File: src/rtl/fp_add_arbiter_if.sv
// Signal bundle between fp_add_arbiter, its requesters, the FP adder core and the response consumer.
// Handshake rule for req_* and resp_*: a transfer happens on a rising Clk edge where valid and ready are both 1.
interface fp_add_arbiter_if #(parameter int NUM_REQ = 4);
  localparam int IDW = $clog2(NUM_REQ);

  logic [NUM_REQ-1:0]    req_valid;
  logic [32*NUM_REQ-1:0] req_a;
  logic [32*NUM_REQ-1:0] req_b;
  logic [NUM_REQ-1:0]    req_ready;

  logic                  add_start;
  logic [31:0]           add_a;
  logic [31:0]           add_b;
  logic                  add_done;
  logic [31:0]           add_sum;

  logic                  resp_valid;
  logic                  resp_ready;
  logic [IDW-1:0]        resp_id;
  logic [31:0]           resp_result;
  logic                  resp_err;

  logic                  busy;
  logic [1:0]            state;

  modport slave (
    input  req_valid, req_a, req_b, add_done, add_sum, resp_ready,
    output req_ready, add_start, add_a, add_b, resp_valid, resp_id, resp_result, resp_err,
           busy, state
  );

  modport master (
    output req_valid, req_a, req_b, add_done, add_sum, resp_ready,
    input  req_ready, add_start, add_a, add_b, resp_valid, resp_id, resp_result, resp_err,
           busy, state
  );
endinterface

File: src/rtl/fp_add_arbiter.sv
// Round-robin arbiter sharing one FP adder among NUM_REQ requesters, one operation in flight,
// with a watchdog that turns a hung adder into an error response carrying a quiet NaN.
module fp_add_arbiter #(
  parameter int NUM_REQ = 4,
  parameter int TIMEOUT = 16
) (
  input  logic             Clk,
  input  logic             Clear_n,
  fp_add_arbiter_if.slave  bus
);
  localparam int IDW = $clog2(NUM_REQ);
  localparam int WDW = $clog2(TIMEOUT + 1);
  localparam logic [31:0] QNAN = 32'h7FC0_0000;

  typedef enum logic [1:0] {
    IDLE  = 2'd0,
    ISSUE = 2'd1,
    WAIT  = 2'd2,
    RESP  = 2'd3
  } state_t;

  state_t         state, state_nxt;
  logic [IDW-1:0] last_grant;
  logic [IDW-1:0] pick;
  logic [IDW-1:0] winner;
  logic [IDW:0]   wsum;
  logic [NUM_REQ-1:0] rot;
  logic           any_valid;
  logic [31:0]    a_sel, b_sel;

  logic [31:0]    a_q, b_q, result_q;
  logic [IDW-1:0] id_q;
  logic           err_q;
  logic [WDW-1:0] wd, wd_inc;
  logic           timeout_hit;

  // Rotate so bit 0 is the requester just after last_grant; the lowest set bit then wins.
  always_comb begin
    rot       = NUM_REQ'({bus.req_valid, bus.req_valid} >> (last_grant + IDW'(1)));
    any_valid = |bus.req_valid;
    pick      = '0;
    for (int i = NUM_REQ - 1; i >= 0; i--) begin
      if (rot[i]) pick = IDW'(i);
    end
    wsum = {1'b0, last_grant} + {1'b0, pick} + (IDW+1)'(1);
    if (wsum >= (IDW+1)'(NUM_REQ)) wsum = wsum - (IDW+1)'(NUM_REQ);
    winner = wsum[IDW-1:0];
    a_sel  = '0;
    b_sel  = '0;
    for (int i = 0; i < NUM_REQ; i++) begin
      if (winner == IDW'(i)) begin
        a_sel = bus.req_a[32*i +: 32];
        b_sel = bus.req_b[32*i +: 32];
      end
    end
  end

  assign wd_inc      = wd + WDW'(1);
  assign timeout_hit = (wd_inc == WDW'(TIMEOUT));

  always_ff @(posedge Clk or negedge Clear_n) begin
    if (!Clear_n) state <= IDLE;
    else          state <= state_nxt;
  end

  always_comb begin
    state_nxt = state;
    unique case (state)
      IDLE:    if (any_valid) state_nxt = ISSUE;
      ISSUE:   state_nxt = WAIT;
      WAIT:    if (bus.add_done || timeout_hit) state_nxt = RESP;
      RESP:    if (bus.resp_ready) state_nxt = IDLE;
      default: state_nxt = IDLE;
    endcase
  end

  always_ff @(posedge Clk or negedge Clear_n) begin
    if (!Clear_n) begin
      last_grant <= IDW'(NUM_REQ - 1);
      a_q        <= '0;
      b_q        <= '0;
      id_q       <= '0;
      result_q   <= '0;
      err_q      <= 1'b0;
      wd         <= '0;
    end else begin
      case (state)
        IDLE: begin
          if (any_valid) begin
            a_q  <= a_sel;
            b_q  <= b_sel;
            id_q <= winner;
          end
        end
        ISSUE: wd <= '0;
        WAIT: begin
          wd <= wd_inc;
          // A result arriving on the timeout cycle still counts as a normal result.
          if (bus.add_done) begin
            result_q <= bus.add_sum;
            err_q    <= 1'b0;
          end else if (timeout_hit) begin
            result_q <= QNAN;
            err_q    <= 1'b1;
          end
        end
        RESP: if (bus.resp_ready) last_grant <= id_q;
        default: ;
      endcase
    end
  end

  assign bus.req_ready   = (state == IDLE && Clear_n && any_valid) ? (NUM_REQ'(1) << winner) : '0;
  assign bus.add_start   = (state == ISSUE);
  assign bus.add_a       = a_q;
  assign bus.add_b       = b_q;
  assign bus.resp_valid  = (state == RESP);
  assign bus.resp_id     = id_q;
  assign bus.resp_result = result_q;
  assign bus.resp_err    = err_q;
  assign bus.busy        = (state != IDLE);
  assign bus.state       = state;
endmodule

File: src/flat_wrapper.sv
// flat-port wrapper written by rule: the top's interface ports become plain ports
module fp_add_arbiter_flat 
#(
  parameter int NUM_REQ = 4,
  parameter int TIMEOUT = 16
)
  (Clk, Clear_n, bus_req_valid, bus_req_a, bus_req_b, bus_add_done, bus_add_sum, bus_resp_ready, bus_req_ready, bus_add_start, bus_add_a, bus_add_b, bus_resp_valid, bus_resp_id, bus_resp_result, bus_resp_err, bus_busy, bus_state);
  fp_add_arbiter_if #(.NUM_REQ(NUM_REQ)) bus_i ();
  input  logic Clk;
  input  logic Clear_n;
  input wire logic [$bits(bus_i.req_valid)-1:0] bus_req_valid;
  input wire logic [$bits(bus_i.req_a)-1:0] bus_req_a;
  input wire logic [$bits(bus_i.req_b)-1:0] bus_req_b;
  input wire logic [$bits(bus_i.add_done)-1:0] bus_add_done;
  input wire logic [$bits(bus_i.add_sum)-1:0] bus_add_sum;
  input wire logic [$bits(bus_i.resp_ready)-1:0] bus_resp_ready;
  output wire logic [$bits(bus_i.req_ready)-1:0] bus_req_ready;
  output wire logic [$bits(bus_i.add_start)-1:0] bus_add_start;
  output wire logic [$bits(bus_i.add_a)-1:0] bus_add_a;
  output wire logic [$bits(bus_i.add_b)-1:0] bus_add_b;
  output wire logic [$bits(bus_i.resp_valid)-1:0] bus_resp_valid;
  output wire logic [$bits(bus_i.resp_id)-1:0] bus_resp_id;
  output wire logic [$bits(bus_i.resp_result)-1:0] bus_resp_result;
  output wire logic [$bits(bus_i.resp_err)-1:0] bus_resp_err;
  output wire logic [$bits(bus_i.busy)-1:0] bus_busy;
  output wire logic [$bits(bus_i.state)-1:0] bus_state;
  assign bus_i.req_valid = bus_req_valid;
  assign bus_i.req_a = bus_req_a;
  assign bus_i.req_b = bus_req_b;
  assign bus_i.add_done = bus_add_done;
  assign bus_i.add_sum = bus_add_sum;
  assign bus_i.resp_ready = bus_resp_ready;
  assign bus_req_ready = bus_i.req_ready;
  assign bus_add_start = bus_i.add_start;
  assign bus_add_a = bus_i.add_a;
  assign bus_add_b = bus_i.add_b;
  assign bus_resp_valid = bus_i.resp_valid;
  assign bus_resp_id = bus_i.resp_id;
  assign bus_resp_result = bus_i.resp_result;
  assign bus_resp_err = bus_i.resp_err;
  assign bus_busy = bus_i.busy;
  assign bus_state = bus_i.state;
  fp_add_arbiter #(.NUM_REQ(NUM_REQ), .TIMEOUT(TIMEOUT)) u_core (.Clk(Clk), .Clear_n(Clear_n), .bus(bus_i));
endmodule
File: config.mk
export PLATFORM = sky130hd
export DESIGN_NAME = fp_add_arbiter_flat
export DESIGN_NICKNAME = d
export VERILOG_FILES = /design/src/rtl/fp_add_arbiter_if.sv /design/src/rtl/fp_add_arbiter.sv /design/src/flat_wrapper.sv
export SDC_FILE = /design/constraint.sdc
export NUM_CORES = 1
export LEC_CHECK = 0
export CORE_AREA = 4 4 156 158
export DETAILED_ROUTE_END_ITERATION = 12
export DIE_AREA = 0 0 160 162
export GPL_TIMING_DRIVEN = 0
export MAX_ROUTING_LAYER = met4
export PLACE_DENSITY = 0.84
export SYNTH_ARGS = -nofsm -noshare
export SYNTH_HDL_FRONTEND = slang
export SYNTH_SLANG_ARGS = --single-unit
File: constraint.sdc
create_clock -name Clk -period 6.4 [get_ports Clk]
set_input_delay 1.28 -clock Clk [delete_from_list [all_inputs] [get_ports Clk]]
set_output_delay 1.28 -clock Clk [all_outputs]
set_load 0.01 [all_outputs]
Word level (Yosys, flattened, before mapping)
Cells that the tools add are included.
- bits of input ports: 296
- output and inout port bits: 108
- word-level logic and storage cells: 62
- register bits: 108
- $add $sub $neg: 5
- magnitude comparators: 1
- reduce and logical (&&, ||, !) cells: 13
- shift operators: 2
- multiplexer cells: 23
- equal/unequal tests: 10
- operators by type and width (cell ; count):
    $mux W32 ; 10
    $mux W2 ; 8
    $pmux W5 S2 ; 1
    $eq A2 B2 Y1 const B ; 4
    $pmux W2 S4 ; 1
    $shr A8 B2 Y4 ; 1
    $reduce_and A2 Y1 ; 3
    $reduce_bool A2 Y1 ; 3
    $add A5 B1 Y5 const B ; 1
    $eq A5 B5 Y1 const B ; 1
    $eq A2 B1 Y1 const B ; 2
    $logic_not A2 Y1 ; 2
    $mux W4 ; 1
    $ne A2 B1 Y1 const B ; 2
    $reduce_or A4 Y1 ; 1
    $shl A1 B2 Y4 const A ; 1
    $add A2 B2 Y3 ; 1
    $add A3 B1 Y3 const B ; 1
    $ge A3 B3 Y1 const B ; 1
    $reduce_and A3 Y1 ; 1
    $add A2 B1 Y2 const B ; 1
    $logic_and A1 B1 Y1 ; 2
    $mux W1 ; 2
    $ne A2 B2 Y1 const B ; 1
    2 further kinds ; 2

Depth between registers and ports, before layout
- word-level depth: 15
- mapped depth: 14
- mapped depth without buffers: 10

Least setup slack after synthesis
Ideal clock, no wire load.
- path kind: input -> output
- from: input port bus_req_valid[1]
- to: output port bus_req_ready[0]
- path slack: 2039 ps
- arrival time: 3081 ps
- path buffers: 4
- data required time: 5120 ps
- cell stages on the path: 11
- cells stage by stage: buf_2 -> nor2_1 -> a2bb2oi_1 -> o21ai_0 -> o22ai_1 -> ha_1 -> buf_2 -> buf_4 -> clkbuf_1 -> nand3_1 -> nor2_1
- cells in the longest elaborated chain, start to end: 11
- elaborated cells on any way between the ends: 14
- those cells by class: 3 x add/sub; 1 x order compare; 2 x shift; 6 x mux; 2 x reduce/logical
- RTL lines (element ; line ; RTL):
    start, declared ; flat_wrapper.sv:11 ; input wire logic [$bits(bus_i.req_valid)-1:0] bus_req_valid;
    $shr A8 B2 Y4 ; fp_add_arbiter.sv:39 ; rot = NUM_REQ'({bus.req_valid, bus.req_valid} >> (last_grant + IDW'(1)));
    $mux W2 (4 in a row) ; fp_add_arbiter.sv:43 ; if (rot[i]) pick = IDW'(i);
    $add A2 B2 Y3 ; fp_add_arbiter.sv:45 ; wsum = {1'b0, last_grant} + {1'b0, pick} + (IDW+1)'(1);
    $add A3 B1 Y3 ; fp_add_arbiter.sv:45 ;
    $ge A3 B3 Y1 or $sub A2 B1 Y2 (tied branches) ; fp_add_arbiter.sv:46 ; if (wsum >= (IDW+1)'(NUM_REQ)) wsum = wsum - (IDW+1)'(NUM_REQ);
    $mux W2 ; fp_add_arbiter.sv:46 ;
    $shl A1 B2 Y4 ; fp_add_arbiter.sv:113 ; assign bus.req_ready = (state == IDLE && Clear_n && any_valid) ? (NUM_REQ'(1) << winner) : '0;
    $mux W4 * ; fp_add_arbiter.sv:113 ;
    end, declared ; flat_wrapper.sv:17 ; output wire logic [$bits(bus_i.req_ready)-1:0] bus_req_ready;
Every way passes the cells marked *; elsewhere a longest branch is shown, timed or not.

Worst setup path in the final report
- from: input port bus_req_valid[0]
- to: output port bus_req_ready[0]
The elaborated chain is that of the path after synthesis.

==> results.yml <==
placed_design:
  hpwl_microns: 27500
  placed_area_sq_mm: 0.0131
  port-buffer-count: 401
  gp_congestion: 0.896
  dp_slack_ps: 363
sta:
  drv_slew: 0
  worstMarginPinSlew_ps: 676
  fin_crit_sh: 0.944
  slew_headroom: 0.550
  hold_violations: 0
  finalClockSkew_ps: 8.22
  rsz0062_at_grt: "false"
  fin_crit_ps: 6040
  setup_viol: 0
  tns_ps: 0
  max_freq_mhz: 166
  timing.final.ws_setup_ps: 360
  timing.hold.ws_ps: 497
routing:
  drc_errors: 0
  first_iter_violations: 664
  vias: 9529
  drt-met1-wl_microns: 13500
  drt_wl_total_microns: 35100
  wl_per_cell_microns: 20.6
  firstDrtPassIters: 6
  antenna_left: 0
  top_layer: "met4"
  vias_per_cell: 5.60
  dr_wl_met3_microns: 3010
  wl_met2_microns: 17700
finish:
  fillCellCount: 2011
  syn_to_final_growth_pct: 54.3
  layout-drive-gt1-share: 0.0708
  diodes: 0
  design_area_sq_mm: 0.0135
  final_util: 0.582
  fin_nets: 1711
synthesis:
  syn_area_per_cell_sq_um: 8.77
  synth_edf_count: 0
  synth_ff_type: "dfrtp_1"
  async_reset_ff_frac: 1.00
  synth_nets: 1298
  syn_area_sq_mm: 0.00873
  synth_warnings: 0
  ys_types: 35
  synth-seq-area-share: 0.310
  synth_cells: 995
  synth-seq-cells: 108
setup_path:
  crit_path_start_kind: "primary input"
  r2r_start: "u_core.last_grant[1]"
  r2r_end: "u_core.bus.add_b[30]"
  arrival_ps: 4760
  critPathLaunch: "bus_req_valid[0]"
  cp-end-kind: "primary output"
  reg2reg_depth: 14
  critical_path_class: "in -> out"
  required_ps: 5120
  r2r_setup_slack_ps: 2790
  critical_path.max_fanout: 10
floorplanning:
  ioPinCount: 404
  num_rows: 56
  fp.dieW_microns: 160
  die_h_microns: 162
  die_area_sq_mm: 0.0259
  fp.coreArea_sq_mm: 0.0231
  initial_core_util: 0.378
global_routing:
  grt_first_pass_wirelength_microns: 52500
  grt_max_degree: 57
  grtUsageTotal: 0.261
  antenna_found_initial: 0
  grt.overflow.total: 0
  grt_pass1_vias: 9501
cts:
  cts_root_buf: "clkbuf_16"
  cts_resized: 0
  cts_tree: "yes"
  clk_pin_slew_ps: 80
  insertion_delay_ps: 350
  clk_path_buf_depth: 2
  cts_made_buffers: 9
  numClockSinks: 108
  ctsHoldBuffers: 0
  h-tree-depth: 3
  postCtsSetupRepairBufs: 0
run_status:
  outcome: "completed"
hold_path:
  hold-path-cell-count: 2
  whs_endpoint: "u_core.bus.add_a[14]"
  hold_path.class: "reg -> reg"
  hp-start: "u_core.bus.add_a[14]"
run:
  maxCapViolations: 0
pwr:
  pwr-share-comb: 0.732
  power.density_mw_per_mm2: 517
  intPower_uw: 3510
  leakage_uw: 0.00619
  power.share.sequential: 0.176
  swShare: 0.495
  p_switching_uw: 3450
  p_clk_frac: 0.093
  ir_drop_mv: 0.246
[final cells by class]
type,instances,area [sq um],area share
Clock buffer,9,225,0.0167
Buffer,107,681,0.0505
Inverter,12,45.0,0.00334
Multi-Input combinational cell,768,5300,0.393
Sequential cell,108,2710,0.201
Tap cell,290,363,0.0269
Timing Repair Buffer,402,4040,0.300
Clock inverter,7,106,0.00790
[registers in the layout, summed over array words and instances, names as in the netlist]
| register | cells |
|---|---|
| u_core.bus.state | 2 |
| u_core.last_grant | 2 |
| u_core.bus.resp_err | 1 |
| u_core.bus.add_b | 32 |
| u_core.bus.resp_result | 32 |
| u_core.bus.add_a | 32 |
| u_core.bus.resp_id | 2 |
| u_core.wd | 5 |
[critical path, stage by stage]
cell	delay [ps]
clkdlybuf4s50_1	540
nor2_1	300
nand2_1	80
o21ai_0	90
o22ai_1	110
ha_1	280
buf_2	270
buf_4	320
clkbuf_1	560
nand3_1	190
nor2_1	150
clkdlybuf4s50_1	580
[cell usage in the layout (no fill, tap or decap), drive strengths merged, types with 2 or more instances in the layout]
master         synthesis  final
a21oi                  3      3
a22o                  22     22
buf                   74     76
bufinv                 0      2
clkbuf                33     42
clkdlybuf4s50          0    400
clkinvlp               0      2
dfrtp                106    106
dfstp                  2      2
ha                     7      7
inv                   12     15
mux2                   3      3
mux2i                258    258
nand2                 72     72
nand2b                 4      4
nand3                 70     70
nor2                  11     11
nor2b                 10     10
nor3                 258    258
nor3b                  2      2
o21ai                 29     29
o22ai                  3      3
o32ai                  2      2
or2                    2      2
xnor2                  3      3
[worst max path at each step]
stage	slack, ps	endpoint	cells past startpoint
floorplan	2040	bus_req_ready[0]	11
global placement	-1690	bus_req_ready[0]	4
detailed placement	360	bus_req_ready[0]	12
CTS	350	bus_req_ready[0]	12
global route	130	bus_req_ready[0]	12
finish	360	bus_req_ready[0]	12
[routing by layer]
| layer | GRT usage | vias up |
|---|---|---|
| met2 | 0.458 | 508 |
| met3 | 0.0581 | 64 |
| met1 | 0.302 | 4525 |
| li1 | - | 4432 |
| met4 | 0.0747 | 0 |
| met5 | - | - |
[cell usage after synthesis (2+ instances only)]
| library cell | number | share of area |
|---|---|---|
| nor2_1 | 11 | 0.0047 |
| nor3_1 | 258 | 0.15 |
| nand2b_1 | 4 | 0.0029 |
| nand2_1 | 72 | 0.031 |
| mux2i_1 | 258 | 0.30 |
| o21ai_0 | 17 | 0.0097 |
| ha_1 | 7 | 0.010 |
| clkbuf_1 | 33 | 0.014 |
| or2_1 | 2 | 0.0014 |
| nor2b_1 | 10 | 0.0072 |
| o32ai_2 | 2 | 0.0037 |
| buf_2 | 37 | 0.021 |
| dfstp_2 | 2 | 0.0060 |
| inv_1 | 12 | 0.0052 |
| a21oi_1 | 3 | 0.0017 |
| o22ai_1 | 3 | 0.0022 |
| buf_6 | 25 | 0.032 |
| xnor2_1 | 3 | 0.0030 |
| dfrtp_1 | 106 | 0.30 |
| nor3b_1 | 2 | 0.0017 |
| a22o_1 | 22 | 0.022 |
| o21ai_1 | 12 | 0.0069 |
| nand3_1 | 70 | 0.040 |
| buf_4 | 12 | 0.010 |
| mux2_2 | 2 | 0.0026 |
[kinds of logic after synthesis]
logic type      synth area share
fa+ha+maj                 0.0100
flops                      0.310
buf+inv                   0.0831
compound gates            0.0525
xor+xnor                 0.00401
mux                        0.300
simple gates               0.241
[power groups by stage]
| stage | logic, uW | registers [uW] | clock network, uW |
|---|---|---|---|
| floorplan | 3040 | 1340 | 0 |
| global placement | 4960 | 1220 | 0 |
| detailed placement | 5060 | 1220 | 0 |
| CTS | 5080 | 1220 | 656 |
| global route | 5450 | 1260 | 681 |
| finish | 5100 | 1220 | 647 |
[stage by stage]
step	instances	power [uW]
6_report	1703	6970
5_1_grt	1703	7390
4_1_cts	1703	6960
3_3_place_gp	1686	6180
2_1_floorplan	995	4380
3_5_place_dp	1687	6290
Power figures use the tool's default switching activity.
